===== config.mk =====
export PLATFORM = sky130hd
export DESIGN_NAME = div_seq_flat
export DESIGN_NICKNAME = d
export VERILOG_FILES = /design/src/rtl/div_seq_if.sv /design/src/rtl/div_seq.sv /design/src/flat_wrapper.sv
export SDC_FILE = /design/constraint.sdc
export NUM_CORES = 1
export LEC_CHECK = 0
export CAP_MARGIN = 5
export CORE_ASPECT_RATIO = 1.5
export CORE_UTILIZATION = 53
export DETAILED_ROUTE_END_ITERATION = 16
export GPL_TIMING_DRIVEN = 0
export HOLD_SLACK_MARGIN = 0.02
export PLACE_DENSITY = 0.77
export SETUP_SLACK_MARGIN = 0.02
export SLEW_MARGIN = 10
export SYNTH_ARGS = -nofsm -noshare
export SYNTH_HDL_FRONTEND = slang
export SYNTH_SLANG_ARGS = --single-unit

===== constraint.sdc =====
create_clock -name clk -period 3.2 [get_ports clk]
set_input_delay 0.64 -clock clk [delete_from_list [all_inputs] [get_ports clk]]
set_output_delay 0.64 -clock clk [all_outputs]
set_load 0.02 [all_outputs]

===== src/rtl/div_seq_if.sv =====
// Start/busy/done handshake bundle for the sequential divider.
// The master holds start, op, a and b; the divider samples them only while busy is low.
interface div_seq_if #(
  parameter int XLEN = 32
);
  logic            start;
  logic [1:0]      op;
  logic [XLEN-1:0] a;
  logic [XLEN-1:0] b;
  logic            busy;
  logic            done;
  logic [XLEN-1:0] out;

  modport master (output start, op, a, b, input busy, done, out);
  modport slave  (input start, op, a, b, output busy, done, out);
endinterface


===== src/rtl/div_seq.sv =====
// Radix-2 restoring divider for RV32M DIV/DIVU/REM/REMU with a start/busy/done handshake.
// Optional DIV_SEQ_EARLY_OUT_EN: divide-by-zero and signed overflow go straight to FIN.
module div_seq #(
  parameter int XLEN = 32
) (
  input  logic       clk,
  input  logic       rst_n,
  div_seq_if.slave   bus,
  output logic [1:0] o_dbg_state
);
  localparam int CW = $clog2(XLEN);
  localparam logic [XLEN-1:0] MIN_NEG = {1'b1, {(XLEN-1){1'b0}}};

  typedef enum logic [1:0] {S_IDLE = 2'd0, S_CALC = 2'd1, S_FIN = 2'd2} state_t;

  state_t          r_state;
  state_t          w_state_nxt;
  logic [1:0]      r_op;
  logic [XLEN-1:0] r_dvd;
  logic [XLEN-1:0] r_dvs;
  logic [XLEN-1:0] r_rem;
  logic [XLEN-1:0] r_a_orig;
  logic [XLEN-1:0] r_out;
  logic [CW-1:0]   r_cnt;
  logic            r_neg_q;
  logic            r_neg_r;
  logic            r_div0;
  logic            r_ovf;
  logic            r_done;

  logic            w_signed;
  logic            w_div0;
  logic            w_ovf;
  logic [XLEN-1:0] w_a_abs;
  logic [XLEN-1:0] w_b_abs;
  logic [XLEN:0]   w_trial;
  logic [XLEN:0]   w_diff;
  logic            w_q_bit;
  logic [XLEN-1:0] w_quo;
  logic [XLEN-1:0] w_rmd;
  logic [XLEN-1:0] w_result;

  assign w_signed = ~bus.op[0];
  assign w_div0   = (bus.b == '0);
  assign w_ovf    = w_signed && (bus.a == MIN_NEG) && (bus.b == '1);
  assign w_a_abs  = (w_signed && bus.a[XLEN-1]) ? -bus.a : bus.a;
  assign w_b_abs  = (w_signed && bus.b[XLEN-1]) ? -bus.b : bus.b;

  // The dividend register doubles as the quotient: bits shift out the top, quotient bits in the bottom.
  assign w_trial  = {r_rem, r_dvd[XLEN-1]};
  assign w_diff   = w_trial - {1'b0, r_dvs};
  assign w_q_bit  = ~w_diff[XLEN];

  assign w_quo    = r_neg_q ? -r_dvd : r_dvd;
  assign w_rmd    = r_neg_r ? -r_rem : r_rem;

  always_comb begin
    w_result = r_op[1] ? w_rmd : w_quo;
    if (r_div0) begin
      w_result = r_op[1] ? r_a_orig : '1;
    end else if (r_ovf) begin
      w_result = r_op[1] ? '0 : MIN_NEG;
    end
  end

  always_comb begin
    w_state_nxt = r_state;
    case (r_state)
      S_IDLE: begin
        if (bus.start) begin
`ifdef DIV_SEQ_EARLY_OUT_EN
          w_state_nxt = (w_div0 || w_ovf) ? S_FIN : S_CALC;
`else
          w_state_nxt = S_CALC;
`endif
        end
      end
      S_CALC:  if (r_cnt == '0) w_state_nxt = S_FIN;
      S_FIN:   w_state_nxt = S_IDLE;
      default: w_state_nxt = S_IDLE;
    endcase
  end

  always_ff @(posedge clk or negedge rst_n) begin
    if (!rst_n) begin
      r_state <= S_IDLE;
    end else begin
      r_state <= w_state_nxt;
    end
  end

  always_ff @(posedge clk or negedge rst_n) begin
    if (!rst_n) begin
      r_op     <= '0;
      r_dvd    <= '0;
      r_dvs    <= '0;
      r_rem    <= '0;
      r_a_orig <= '0;
      r_out    <= '0;
      r_cnt    <= '0;
      r_neg_q  <= 1'b0;
      r_neg_r  <= 1'b0;
      r_div0   <= 1'b0;
      r_ovf    <= 1'b0;
      r_done   <= 1'b0;
    end else begin
      r_done <= 1'b0;
      case (r_state)
        S_IDLE: begin
          if (bus.start) begin
            r_op     <= bus.op;
            r_dvd    <= w_a_abs;
            r_dvs    <= w_b_abs;
            r_rem    <= '0;
            r_a_orig <= bus.a;
            r_cnt    <= CW'(XLEN - 1);
            r_neg_q  <= w_signed & (bus.a[XLEN-1] ^ bus.b[XLEN-1]);
            r_neg_r  <= w_signed & bus.a[XLEN-1];
            r_div0   <= w_div0;
            r_ovf    <= w_ovf;
          end
        end
        S_CALC: begin
          r_rem <= w_q_bit ? w_diff[XLEN-1:0] : w_trial[XLEN-1:0];
          r_dvd <= {r_dvd[XLEN-2:0], w_q_bit};
          if (r_cnt != '0) r_cnt <= r_cnt - CW'(1);
        end
        S_FIN: begin
          r_out  <= w_result;
          r_done <= 1'b1;
        end
        default: ;
      endcase
    end
  end

  assign bus.busy    = (r_state != S_IDLE);
  assign bus.done    = r_done;
  assign bus.out     = r_out;
  assign o_dbg_state = r_state;
endmodule


===== src/flat_wrapper.sv =====
// flat-port wrapper written by rule: the top's interface ports become plain ports
module div_seq_flat 
#(
  parameter int XLEN = 32
)
  (clk, rst_n, o_dbg_state, bus_start, bus_op, bus_a, bus_b, bus_busy, bus_done, bus_out);
  div_seq_if #(.XLEN(XLEN)) bus_i ();
  input  logic clk;
  input  logic rst_n;
  output logic [1:0] o_dbg_state;
  input wire logic [$bits(bus_i.start)-1:0] bus_start;
  input wire logic [$bits(bus_i.op)-1:0] bus_op;
  input wire logic [$bits(bus_i.a)-1:0] bus_a;
  input wire logic [$bits(bus_i.b)-1:0] bus_b;
  output wire logic [$bits(bus_i.busy)-1:0] bus_busy;
  output wire logic [$bits(bus_i.done)-1:0] bus_done;
  output wire logic [$bits(bus_i.out)-1:0] bus_out;
  assign bus_i.start = bus_start;
  assign bus_i.op = bus_op;
  assign bus_i.a = bus_a;
  assign bus_i.b = bus_b;
  assign bus_busy = bus_i.busy;
  assign bus_done = bus_i.done;
  assign bus_out = bus_i.out;
  div_seq #(.XLEN(XLEN)) u_core (.clk(clk), .rst_n(rst_n), .bus(bus_i), .o_dbg_state(o_dbg_state));
endmodule

==> reports/metrics.csv <==
stage,metric,value,unit
die,die-area,23000,um2
critical_path,worstSetupStartpointType,input port,
timing,final-hold-violation-count,0,
yosys,syn-cell-area,11900,um2
routing,firstDrtPassIters,5,
yosys,yosys_warnings,0,
yosys,synth-simple-area-share,19.3,%
yosys,synth_most_common_cell,nand2_1,
layout,drive_gt1_share,6.50,%
critical_path,cpMostUsedCell,nor4_4,
place,place.gp.congestion,1.00,
grt,grt_pass1_vias,11317,
routing,drc,0,
critical_path,path_delay_family,simple AND/OR/NAND/NOR gates,
yosys,synth_top_cell_by_area,dfrtp_1,
grt,grt_overflow,0,
timing,fin_crit,3150,ps
yosys,yosysSeqAreaShare,36.5,%
routing,num_vias,11457,
critical_path,path_buf_inv,2,
clock_tree,cts_tree,built,
yosys,synthMuxAreaShare,2.29,%
critical_path,crit_start,bus_a[2],
grt,grt_pass1_wl,59.4,mm
yosys,async_flop_share,100,%
yosys,synth-adder-area-share,4.29,%
place,place.port_buffers,104,
layout,finalInstanceArea,14200,um2
critical_path,worstSetupEndpoint,u_core.r_dvd[28]$_DFFE_PN0P_,
place,place_hpwl,29.1,mm
critical_path,cpMaxStageDelayCell,or4_4,
grt,grt_usage,34.6,%
timing,final-setup-viol-count,0,
yosys,synth-compound-area-share,22.5,%
yosys,yosys_most_used_dff,dfrtp_1,
die,core_area,21800,um2
timing,slew_headroom,18.7,%
yosys,synth_edf_count,0,
critical_path,crit_fanout,6,
place,place_area,13300,um2
yosys,synth_xor_area_share,11.0,%
clock_tree,cts_hold_buf,0,
place,dp_cells,1818,
critical_path,r2r_cells,13,
critical_path,reg2reg_slack,80,ps
routing,via_per_inst,6.17,
timing,drv_slew,0,
yosys,ys_top_cells_by_count,"nand2_1, o21ai_0, dfrtp_1",
critical_path,r2r-end,u_core.r_rem[30]$_DFFE_PN0P_,
clock_tree,cts_root_buf,clkbuf_16,
timing,clock.fmax,317,MHz
yosys,synth_top_family_by_area,compound AO/OA/AOI/OAI gates,
layout,finalNetCount,1681,
timing,finalClockSkew,13.0,ps
power,ir_worst_vdd,0.754,mV
die,start_util,54.4,%
critical_path,cp.arrival,3460,ps
yosys,synth_cells,1441,
clock_tree,path_clk_slew,70,ps
critical_path,r2r_start,u_core.r_dvd[31]$_DFFE_PN0P_,
timing,fin_crit_sh,98.6,%
critical_path,slowest_delay,540,ps
status,outcome,completed,
power,power_leakage,5.87,nW
timing,setup_ws,45.4,ps
critical_path,cp.depth,11,
die,placementRows,66,
routing,drt-total-wl,38.4,mm
clock_tree,clock-sinks,173,
clock_tree,clk_latency,450,ps
timing,rsz0062_at_grt,yes,
die,die_y,185,um
critical_path,end_kind,flip-flop,
die,ios,105,
layout,area_delta_synth_final,19.4,%
routing,wire_per_inst,20.7,um
yosys,ys_ff_latch,173,
timing,tightest_slew,1210,ps
die,die_w,124,um
routing,ant_nets,0,
grt,antenna_found_initial,0,
yosys,syn_avg_cell_area,8.23,um2
critical_path,path_cells,"dlygate4sd2_1, or4_4, nor4_4, nand2_2, or3_4, nor4_4, buf_4, and2_1, a21oi_1, xnor2_1, o21ai_0",
layout,fin_cells,1857,
yosys,synth.top_cell.area_share,36.5,%
min_path,hold_path.class,in2async,
routing,drt-initial-drc-count,955,
critical_path,critical_path_class,in2reg,
grt,grt_max_degree,112,
critical_path,worst-endpoint-required,3500,ps
power,p_per_area,1190,nW/um2
place,place_ws,-581,ps
clock_tree,cts_buffer_depth,2,
job,max_cap_violations,0,
yosys,synthTopCellsByArea,"dfrtp_1, nand2_1, o21ai_0",
yosys,synth.distinct_cells,63,
layout,n_antenna_cell,0,
clock_tree,htree_levels,4,
clock_tree,cts_made_buffers,17,
yosys,synth_nets,1550,
## state kept, by name (all words and copies together) (netlist names)
signal / flops
u_core.bus.done: 1
u_core.bus.out: 32
u_core.o_dbg_state: 2
u_core.r_a_orig: 32
u_core.r_cnt: 5
u_core.r_div0: 1
u_core.r_dvd: 32
u_core.r_dvs: 32
u_core.r_neg_q: 1
u_core.r_neg_r: 1
u_core.r_op: 1
u_core.r_ovf: 1
u_core.r_rem: 32
## layout make-up
class,instances,area [um2]
buffer,73,305
inverter,52,195
fill,1895,7650
clock buffer,20,457
multi-input combinational,1138,7240
clock inverter,12,114
sequential,173,4330
tap,272,340
timing repair buffer,117,1170
## cell usage in the layout, fill, tap and decap left out, types with 14 or more instances in the layout
cell type | synthesis | layout
dfrtp_1 | 173 | 172
a22oi_1 | 24 | 24
o31ai_1 | 28 | 26
clkdlybuf4s50_1 | 0 | 98
clkbuf_1 | 72 | 68
or4_1 | 17 | 15
a21o_1 | 14 | 14
nor3_1 | 18 | 17
xnor2_1 | 70 | 70
ha_1 | 39 | 34
o21ai_0 | 190 | 185
nand4_1 | 14 | 14
inv_1 | 51 | 51
mux2i_1 | 26 | 26
clkbuf_16 | 0 | 17
nand2_1 | 270 | 265
nor2_1 | 81 | 81
o211ai_1 | 15 | 15
xor2_1 | 79 | 79
a21oi_1 | 67 | 65
## through the flow
stage	power, W	TNS [ps]	utilization [%]	hold WS, ps
floorplan	0.0111	0	-	344
global placement	0.0137	-978350	60.7	454
detailed placement	0.0139	-11760	60.9	464
CTS	0.0163	0	64.0	147
global route	0.0181	-127	64.9	180
finish	0.0168	0	64.9	134
## kinds of logic after synthesis
family | Yosys count
buf+inv | 130
compound gates | 431
flops | 173
fa+ha+maj | 40
xor+xnor | 149
mux | 27
simple gates | 491
## where the power goes
part / leakage, nW / total [W] / internal [W] / switching [W]
registers: 2.12 / 0.00444 / 0.00328 / 0.00116
logic: 3.48 / 0.0103 / 0.00449 / 0.00580
clock network: 0.269 / 0.00205 / 0.00112 / 0.000935
## worst min-delay path by stage
stage	from	end	slack, ps	depth (start not counted)
detailed placement	u_core.r_a_orig[9]$_DFFE_PN0P_	u_core.r_a_orig[9]$_DFFE_PN0P_	460	2
finish	rst_n	u_core.r_dvs[10]$_DFFE_PN0P_	130	1
global placement	u_core.r_a_orig[19]$_DFFE_PN0P_	u_core.r_a_orig[19]$_DFFE_PN0P_	450	2
floorplan	rst_n	u_core.bus.done$_DFF_PN0_	340	0
CTS	rst_n	u_core.r_dvs[4]$_DFFE_PN0P_	150	1
global route	rst_n	u_core.r_dvs[4]$_DFFE_PN0P_	180	1
## routing by layer
| metal | routed length (um) | vias to the layer above | GRT usage [%] |
|---|---|---|---|
| met5 | 0 | - | 0 |
| met4 | 2470 | 0 | 23.6 |
| met2 | 19800 | 516 | 61.0 |
| li1 | - | 5359 | - |
| met1 | 13900 | 5444 | 37.2 |
| met3 | 2300 | 138 | 5.70 |
## repair_timing
| action | in CTS | in global routing |
|---|---|---|
| endpoints found under the setup margin | 37 | 47 |
| pin swaps | 5 | 14 |
| resized for setup | 18 | 41 |
| setup buffers | 6 | 6 |
| endpoints found under the hold margin | 0 | 0 |
Note: power is estimated with default switching activity, not from simulation.
